## src/rtl/dds_voice_bank.sv

```systemverilog
// rtl/dds_voice_bank.sv - time-multiplexed bank of DDS sine voices mixed into one signed sample per tick
module dds_voice_bank #(
    parameter int CHANNELS    = 4,
    parameter int FPMULT      = 65536,
    parameter int SINEROMSIZE = 1024,
    parameter int OUT_W       = 16
) (
    input  logic                                      clk,
    input  logic                                      reset,
    input  logic                                      sample_tick,
    input  logic                                      cfg_valid,
    output logic                                      cfg_ready,
    input  logic [$clog2(CHANNELS)-1:0]               cfg_chan,
    input  logic [15:0]                               cfg_step,
    input  logic [3:0]                                cfg_shift,
    input  logic                                      cfg_enable,
    input  logic                                      cfg_sync,
    output logic signed [OUT_W+$clog2(CHANNELS)-1:0]  sample_out,
    output logic                                      sample_valid,
    output logic                                      overrun
);

    localparam int CH_W    = $clog2(CHANNELS);
    localparam int FRAC_W  = $clog2(FPMULT);
    localparam int ADDR_W  = $clog2(SINEROMSIZE);
    localparam int ACC_W   = FRAC_W + ADDR_W;
    localparam int MIX_W   = OUT_W + CH_W;
    localparam int QUARTER = SINEROMSIZE / 4;
    localparam int MAG_MAX = 2 ** (OUT_W - 1) - 1;

    typedef enum logic [1:0] {IDLE, RUN, DRAIN} state_t;

    // Half-step-offset quarter sine (Bhaskara rational form) so the ~index fold is symmetric.
    function automatic logic [OUT_W-2:0] quarter_sine(input int idx);
        logic [63:0] x, p, num, den;
        x   = 64'(2 * idx + 1);
        p   = x * (64'(SINEROMSIZE) - x);
        num = 64'(MAG_MAX) * 64'd16 * p;
        den = 64'd5 * 64'(SINEROMSIZE) * 64'(SINEROMSIZE) - 64'd4 * p;
        quarter_sine = (OUT_W-1)'((num + (den >> 1)) / den);
    endfunction

    logic [OUT_W-2:0] rom [QUARTER];

    for (genvar g = 0; g < QUARTER; g++) begin : g_rom
        assign rom[g] = quarter_sine(g);
    end

    state_t            state;
    logic [CH_W-1:0]   issue_chan;
    logic              drain_cnt;
    logic [ACC_W-1:0]  acc    [CHANNELS];
    logic [15:0]       step   [CHANNELS];
    logic [3:0]        shift  [CHANNELS];
    logic [CHANNELS-1:0] enable;

    logic              s1_valid, s1_first, s1_last, s1_neg, s1_en;
    logic [ADDR_W-3:0] s1_index;
    logic [3:0]        s1_shift;

    logic              s2_valid, s2_first, s2_last, s2_neg, s2_en;
    logic [OUT_W-2:0]  rom_q;
    logic [3:0]        s2_shift;

    logic signed [MIX_W-1:0] mix;
    logic                    done;

    logic                    cfg_write;
    logic [ADDR_W-1:0]       issue_addr;
    logic signed [OUT_W-1:0] voice_val;
    logic signed [MIX_W-1:0] voice_ext;
    logic signed [MIX_W-1:0] contrib;

    assign cfg_ready  = (state == IDLE) && !reset;
    assign cfg_write  = cfg_valid && cfg_ready;
    assign issue_addr = acc[issue_chan][ACC_W-1 -: ADDR_W];

    always_ff @(posedge clk) begin
        if (reset) begin
            state      <= IDLE;
            issue_chan <= '0;
            drain_cnt  <= 1'b0;
            overrun    <= 1'b0;
            enable     <= '0;
            for (int i = 0; i < CHANNELS; i++) begin
                acc[i]   <= '0;
                step[i]  <= '0;
                shift[i] <= '0;
            end
        end else begin
            case (state)
                IDLE: begin
                    if (sample_tick) begin
                        state      <= RUN;
                        issue_chan <= '0;
                    end
                end
                RUN: begin
                    if (issue_chan == CH_W'(CHANNELS - 1)) begin
                        state     <= DRAIN;
                        drain_cnt <= 1'b0;
                    end else begin
                        issue_chan <= issue_chan + 1'b1;
                    end
                end
                DRAIN: begin
                    if (drain_cnt) state <= IDLE;
                    drain_cnt <= 1'b1;
                end
                default: state <= IDLE;
            endcase

            if (sample_tick && state != IDLE) overrun <= 1'b1;

            // Writes land only in IDLE and issues only in RUN, so they never collide on acc.
            if (cfg_write) begin
                step[cfg_chan]   <= cfg_step;
                shift[cfg_chan]  <= cfg_shift;
                enable[cfg_chan] <= cfg_enable;
                if (cfg_sync) acc[cfg_chan] <= '0;
            end

            if (state == RUN && enable[issue_chan])
                acc[issue_chan] <= acc[issue_chan] + ACC_W'(step[issue_chan]);
        end
    end

    always_ff @(posedge clk) begin
        if (reset) begin
            s1_valid <= 1'b0;
            s1_first <= 1'b0;
            s1_last  <= 1'b0;
            s1_neg   <= 1'b0;
            s1_en    <= 1'b0;
            s1_index <= '0;
            s1_shift <= '0;
        end else begin
            s1_valid <= (state == RUN);
            s1_first <= (issue_chan == '0);
            s1_last  <= (issue_chan == CH_W'(CHANNELS - 1));
            s1_neg   <= issue_addr[ADDR_W-1];
            s1_en    <= enable[issue_chan];
            s1_index <= issue_addr[ADDR_W-2] ? ~issue_addr[ADDR_W-3:0] : issue_addr[ADDR_W-3:0];
            s1_shift <= shift[issue_chan];
        end
    end

    always_ff @(posedge clk) begin
        if (reset) begin
            s2_valid <= 1'b0;
            s2_first <= 1'b0;
            s2_last  <= 1'b0;
            s2_neg   <= 1'b0;
            s2_en    <= 1'b0;
            s2_shift <= '0;
            rom_q    <= '0;
        end else begin
            s2_valid <= s1_valid;
            s2_first <= s1_first;
            s2_last  <= s1_last;
            s2_neg   <= s1_neg;
            s2_en    <= s1_en;
            s2_shift <= s1_shift;
            rom_q    <= rom[s1_index];
        end
    end

    always_comb begin
        voice_val = s2_neg ? ~{1'b0, rom_q} : {1'b0, rom_q};
        voice_ext = {{(MIX_W - OUT_W){voice_val[OUT_W-1]}}, voice_val};
        contrib   = '0;
        if (s2_en) contrib = voice_ext >>> s2_shift;
    end

    always_ff @(posedge clk) begin
        if (reset) begin
            mix          <= '0;
            done         <= 1'b0;
            sample_out   <= '0;
            sample_valid <= 1'b0;
        end else begin
            if (s2_valid) mix <= (s2_first ? MIX_W'(0) : mix) + contrib;
            done         <= s2_valid && s2_last;
            sample_valid <= done;
            if (done) sample_out <= mix;
        end
    end

endmodule

```

## config.mk

```make
export PLATFORM = sky130hd
export DESIGN_NAME = dds_voice_bank
export DESIGN_NICKNAME = d
export VERILOG_FILES = /design/src/rtl/dds_voice_bank.sv
export SDC_FILE = /design/constraint.sdc
export NUM_CORES = 1
export LEC_CHECK = 0
export BUFFER_PORTS_ARGS = -buffer_cell sky130_fd_sc_hd__buf_2
export CAP_MARGIN = 20
export CORE_MARGIN = 2
export CORE_UTILIZATION = 31
export DETAILED_ROUTE_END_ITERATION = 10
export HOLD_SLACK_MARGIN = 0.08
export PLACE_DENSITY = 0.46
export SLEW_MARGIN = 20
export SYNTH_ARGS = -nofsm -noshare
export SYNTH_HDL_FRONTEND = slang
export SYNTH_SLANG_ARGS = --single-unit
```

## constraint.sdc

```tcl
create_clock -name clk -period 5.82 [get_ports clk]
set_clock_uncertainty 0.15 [all_clocks]
set_input_delay 0.873 -clock clk [delete_from_list [all_inputs] [get_ports clk]]
set_output_delay 0.873 -clock clk [all_outputs]
set_load 0.01 [all_outputs]
```

==> results by group <==
Run status
  • Status: finished, final reports clean

Timing
  • Fmax achieved: 234 MHz
  • RSZ-0062 raised after global routing: false
  • Fin crit period: 4.28 ns
  • Hold Fails Final Rpt: 0
  • Final hold slack: 0.279 ns
  • Final max-slew violation count: 0
  • Tightest Pin Transition: 1.08 ns
  • Final worst-path cycle share: 73.5%
  • Max transition margin: 27.6%
  • # setup viols final: 0
  • Setup TNS: 0 ns

Worst hold path
  • HP Class: reg -> reg
  • Hold path depth: 1

Route
  • Drt pass-1 iters: 6
  • Routed len/inst: 23.0 microns
  • Vias per inst: 5.61
  • ANT nets after route: 0
  • First DRT Iteration DRCs: 1632
  • DRT Wirelength: 58.2 mm
  • DR vias: 14219
  • Drt drc: 0

Layout
  • Fin util: 34.9%
  • Nets: 1845
  • Area Growth Syn to Fin: 11.4%
  • Share of cells above drive strength 1: 13.6%
  • Diodes inserted: 0

Clocking
  • CTS sink count: 275
  • CTS tree: done
  • CTS Buf Count: 34
  • Clk Latency, worst-skew pair: 0.56 ns
  • Root buffer cell: clkbuf_16
  • Clock Tree Buf Depth: 3
  • H-tree levels: 2
  • Clk slew on worst S/H paths: 0.06 ns
  • CTS Hold Buffers Added: 0
  • Post-CTS setup buffer count: 0
  • CTS resizes: 0

Critical path
  • Crit path from: s2_shift[0]
  • Cells on worst reg2reg path: 15
  • Arrival time worst endpoint: 4.52 ns
  • Crit Reg-Reg Startpoint: s2_shift[0]
  • Critical path capture point type: flop
  • R2r endpoint: mix[16]
  • Crit Path Max Fanout: 17
  • Crit-path max cell delay: 0.87 ns
  • CP Capture Point: mix[16]
  • R2r setup slk: 1.54 ns
  • CP max-delay cell: dfxtp_1
  • CP required: 6.06 ns
  • Critical path class: reg -> reg
  • Worst path cell trace: mux4_2, xor2_1, mux2i_1, mux2i_1, and2_1, ha_1, inv_1, fa_1, nor2b_1, o31a_1, o211ai_1, a31oi_1, a31oi_1, xor2_1, o22ai_1
  • Crit path launch type: flop

Synthesis
  • Ys flop type: edfxtp_1
  • Post-synthesis register bit count: 275
  • Distinct cells, synth: 86
  • Synth top area share: 31.9%
  • Cells after Synth: 1779
  • Syn Std Cell Area: 0.0173 sq mm
  • Fraction of registers with async set/reset: 0%
  • Syn Nets: 1863
  • Seq/Total Area, Yosys: 42.4%
  • Top cells by area, synth: edfxtp_1 32%, dfxtp_1 11%, mux4_2 8.3%
  • Yosys warning total: 0
  • Post-synth top area cell: edfxtp_1
  • Per-instance average area after synthesis: 9.74 sq um
  • Post-synth EDFFs: 184

Power
  • P_leak: 7.21 nW
  • Max IR drop VDD: 0.000175 V
  • Total power: 5.57 mW
  • Power per cell area: 289 mW/mm^2

Place
  • IO Port Bufs: 48
  • DP Wirelength: 39.0 mm
  • RD Place Congestion: 0.953

Floorplanning
  • Initial core utilization: 31.4%
  • Core Box Area: 0.0552 sq mm
  • DIE HEIGHT: 240 microns
  • Die X: 240 microns
  • Die Area: 0.0578 sq mm
  • I/O pin cnt: 49
  • Site Rows: 86

GRT
  • Initial antenna violation count: 6
  • Vias in the first global route: 13874
  • Global-route wire length before repair: 88.8 mm
  • Aggregate global routing overflow: 0
  • Largest net degree at the start of global routing: 96
  • Gr usage total: 20.3%

Flow run
  • Maxcap violations: 0
-- flip-flops by register name, summed over array words and instances, names as in the netlist, 8 cells and up, named ones only --
register and flops:
acc 104, mix 18, rom_q 15, s1_index 8, sample_out 18, shift 16, step 64
-- metal layers --
metal	wire length, microns	up-vias	GRT usage (%)	share of wire, %
met1	26600	6912	28.9	46
met4	1900	10	6.79	3.3
met3	4190	134	4.31	7.2
met5	56	-	0	0.096
met2	25500	597	30.4	44
li1	-	6566	-	-
-- how the worst min path moves through the flow --
stage                     start           to  slack (ns)
floorplan                 s1_en        s2_en        0.26
global placement         s1_neg       s2_neg        0.27
detailed placement      s1_last      s2_last        0.27
CTS                 s1_shift[3]  s2_shift[3]        0.28
global route             s1_neg       s2_neg        0.30
finish              s1_shift[3]  s2_shift[3]        0.28
-- cell type report --
| type | instances | area, sq um |
|---|---|---|
| clock buffers | 40 | 883 |
| clock inverters | 22 | 176 |
| fillers | 5593 | 35900 |
| inverters | 47 | 176 |
| multi-input cells | 1312 | 9180 |
| flip-flops and latches | 275 | 7360 |
| well taps | 748 | 936 |
| repair buffers | 91 | 578 |
-- cells by family after synthesis --
family / count (synthesis) / share of synthesized area (%)
simple gates: 632 / 17.8
fa+ha+maj: 56 / 4.13
buf+inv: 192 / 4.69
mux: 113 / 11.2
compound gates: 465 / 17.4
xor+xnor: 46 / 2.33
flops: 275 / 42.4
-- metrics by stage --
step	cell area (sq um)	setup WS (ns)	instances
3_3_place_gp	18200	1.61	2473
2_1_floorplan	17300	1.65	1779
5_1_grt	19300	1.17	2535
6_report	19300	1.54	2535
4_1_cts	19300	1.54	2535
3_5_place_dp	18200	1.54	2473
-- power breakdown --
group / leakage (nW) / switching, mW / internal (mW) / total (mW)
combinational: 4.04 / 0.844 / 0.451 / 1.29
sequential: 2.65 / 0.0869 / 2.19 / 2.27
clock: 0.523 / 0.857 / 1.15 / 2.00
total: 7.21 / 1.79 / 3.78 / 5.57
-- Yosys cell counts (4+ instances only) --
cell type	instances
a211o_1	10
o21a_1	7
o311ai_0	9
o31ai_1	7
a211oi_1	25
or2_2	7
o211ai_1	20
and3_1	46
buf_4	6
a21oi_1	136
nor3_1	35
o21bai_1	8
a221oi_1	8
clkbuf_1	75
mux2_2	4
o22ai_1	14
edfxtp_1	184
nand2_1	135
nor3b_1	7
nand3_1	34
a21boi_0	5
mux2i_1	45
xor2_1	21
o21ai_1	6
nand2b_1	25
inv_1	44
nor2b_1	48
buf_2	43
ha_1	54
buf_1	19
or3_1	10
a31oi_1	28
nand3b_1	5
nor2_1	196
o2111ai_1	7
xnor2_1	25
a311oi_1	15
mux4_2	64
a21o_1	14
a2111oi_0	6
and2_1	67
dfxtp_1	91
o21ai_0	94
-- cells in the final DEF (no fill, tap or decap), drive strengths merged, types with 5 or more instances in the layout --
cell     instances
nor2           197
edfxtp         184
a21oi          136
nand2          136
o21ai          100
dfxtp           91
buf             91
and2            67
mux4            64
ha              54
nor2b           48
inv             48
and3            47
mux2i           45
clkbuf          40
nor3            36
nand3           34
a31oi           28
a211oi          27
xnor2           25
nand2b          25
xor2            21
o211ai          21
clkinv          19
a311oi          16
o22ai           15
a21o            14
or3             11
a211o           10
o311ai          10
o21bai           8
a221oi           8
or2              8
o31ai            8
a2111oi          8
nor3b            7
o21a             7
o2111ai          7
a21boi           7
nand3b           5
-- critical path: cells and delay by family, from the launching register on --
family / cells / cell delay [ns]
buffers and inverters: 1 / 0.07
muxes: 3 / 0.87
AOI/OAI and AO/OA: 5 / 0.85
DFF: 1 / 0.87
and+or+nand+nor: 2 / 0.30
adders and majority gates: 2 / 0.66
xor gates and xnor gates: 2 / 0.37
(Power assumes the default switching activity.)
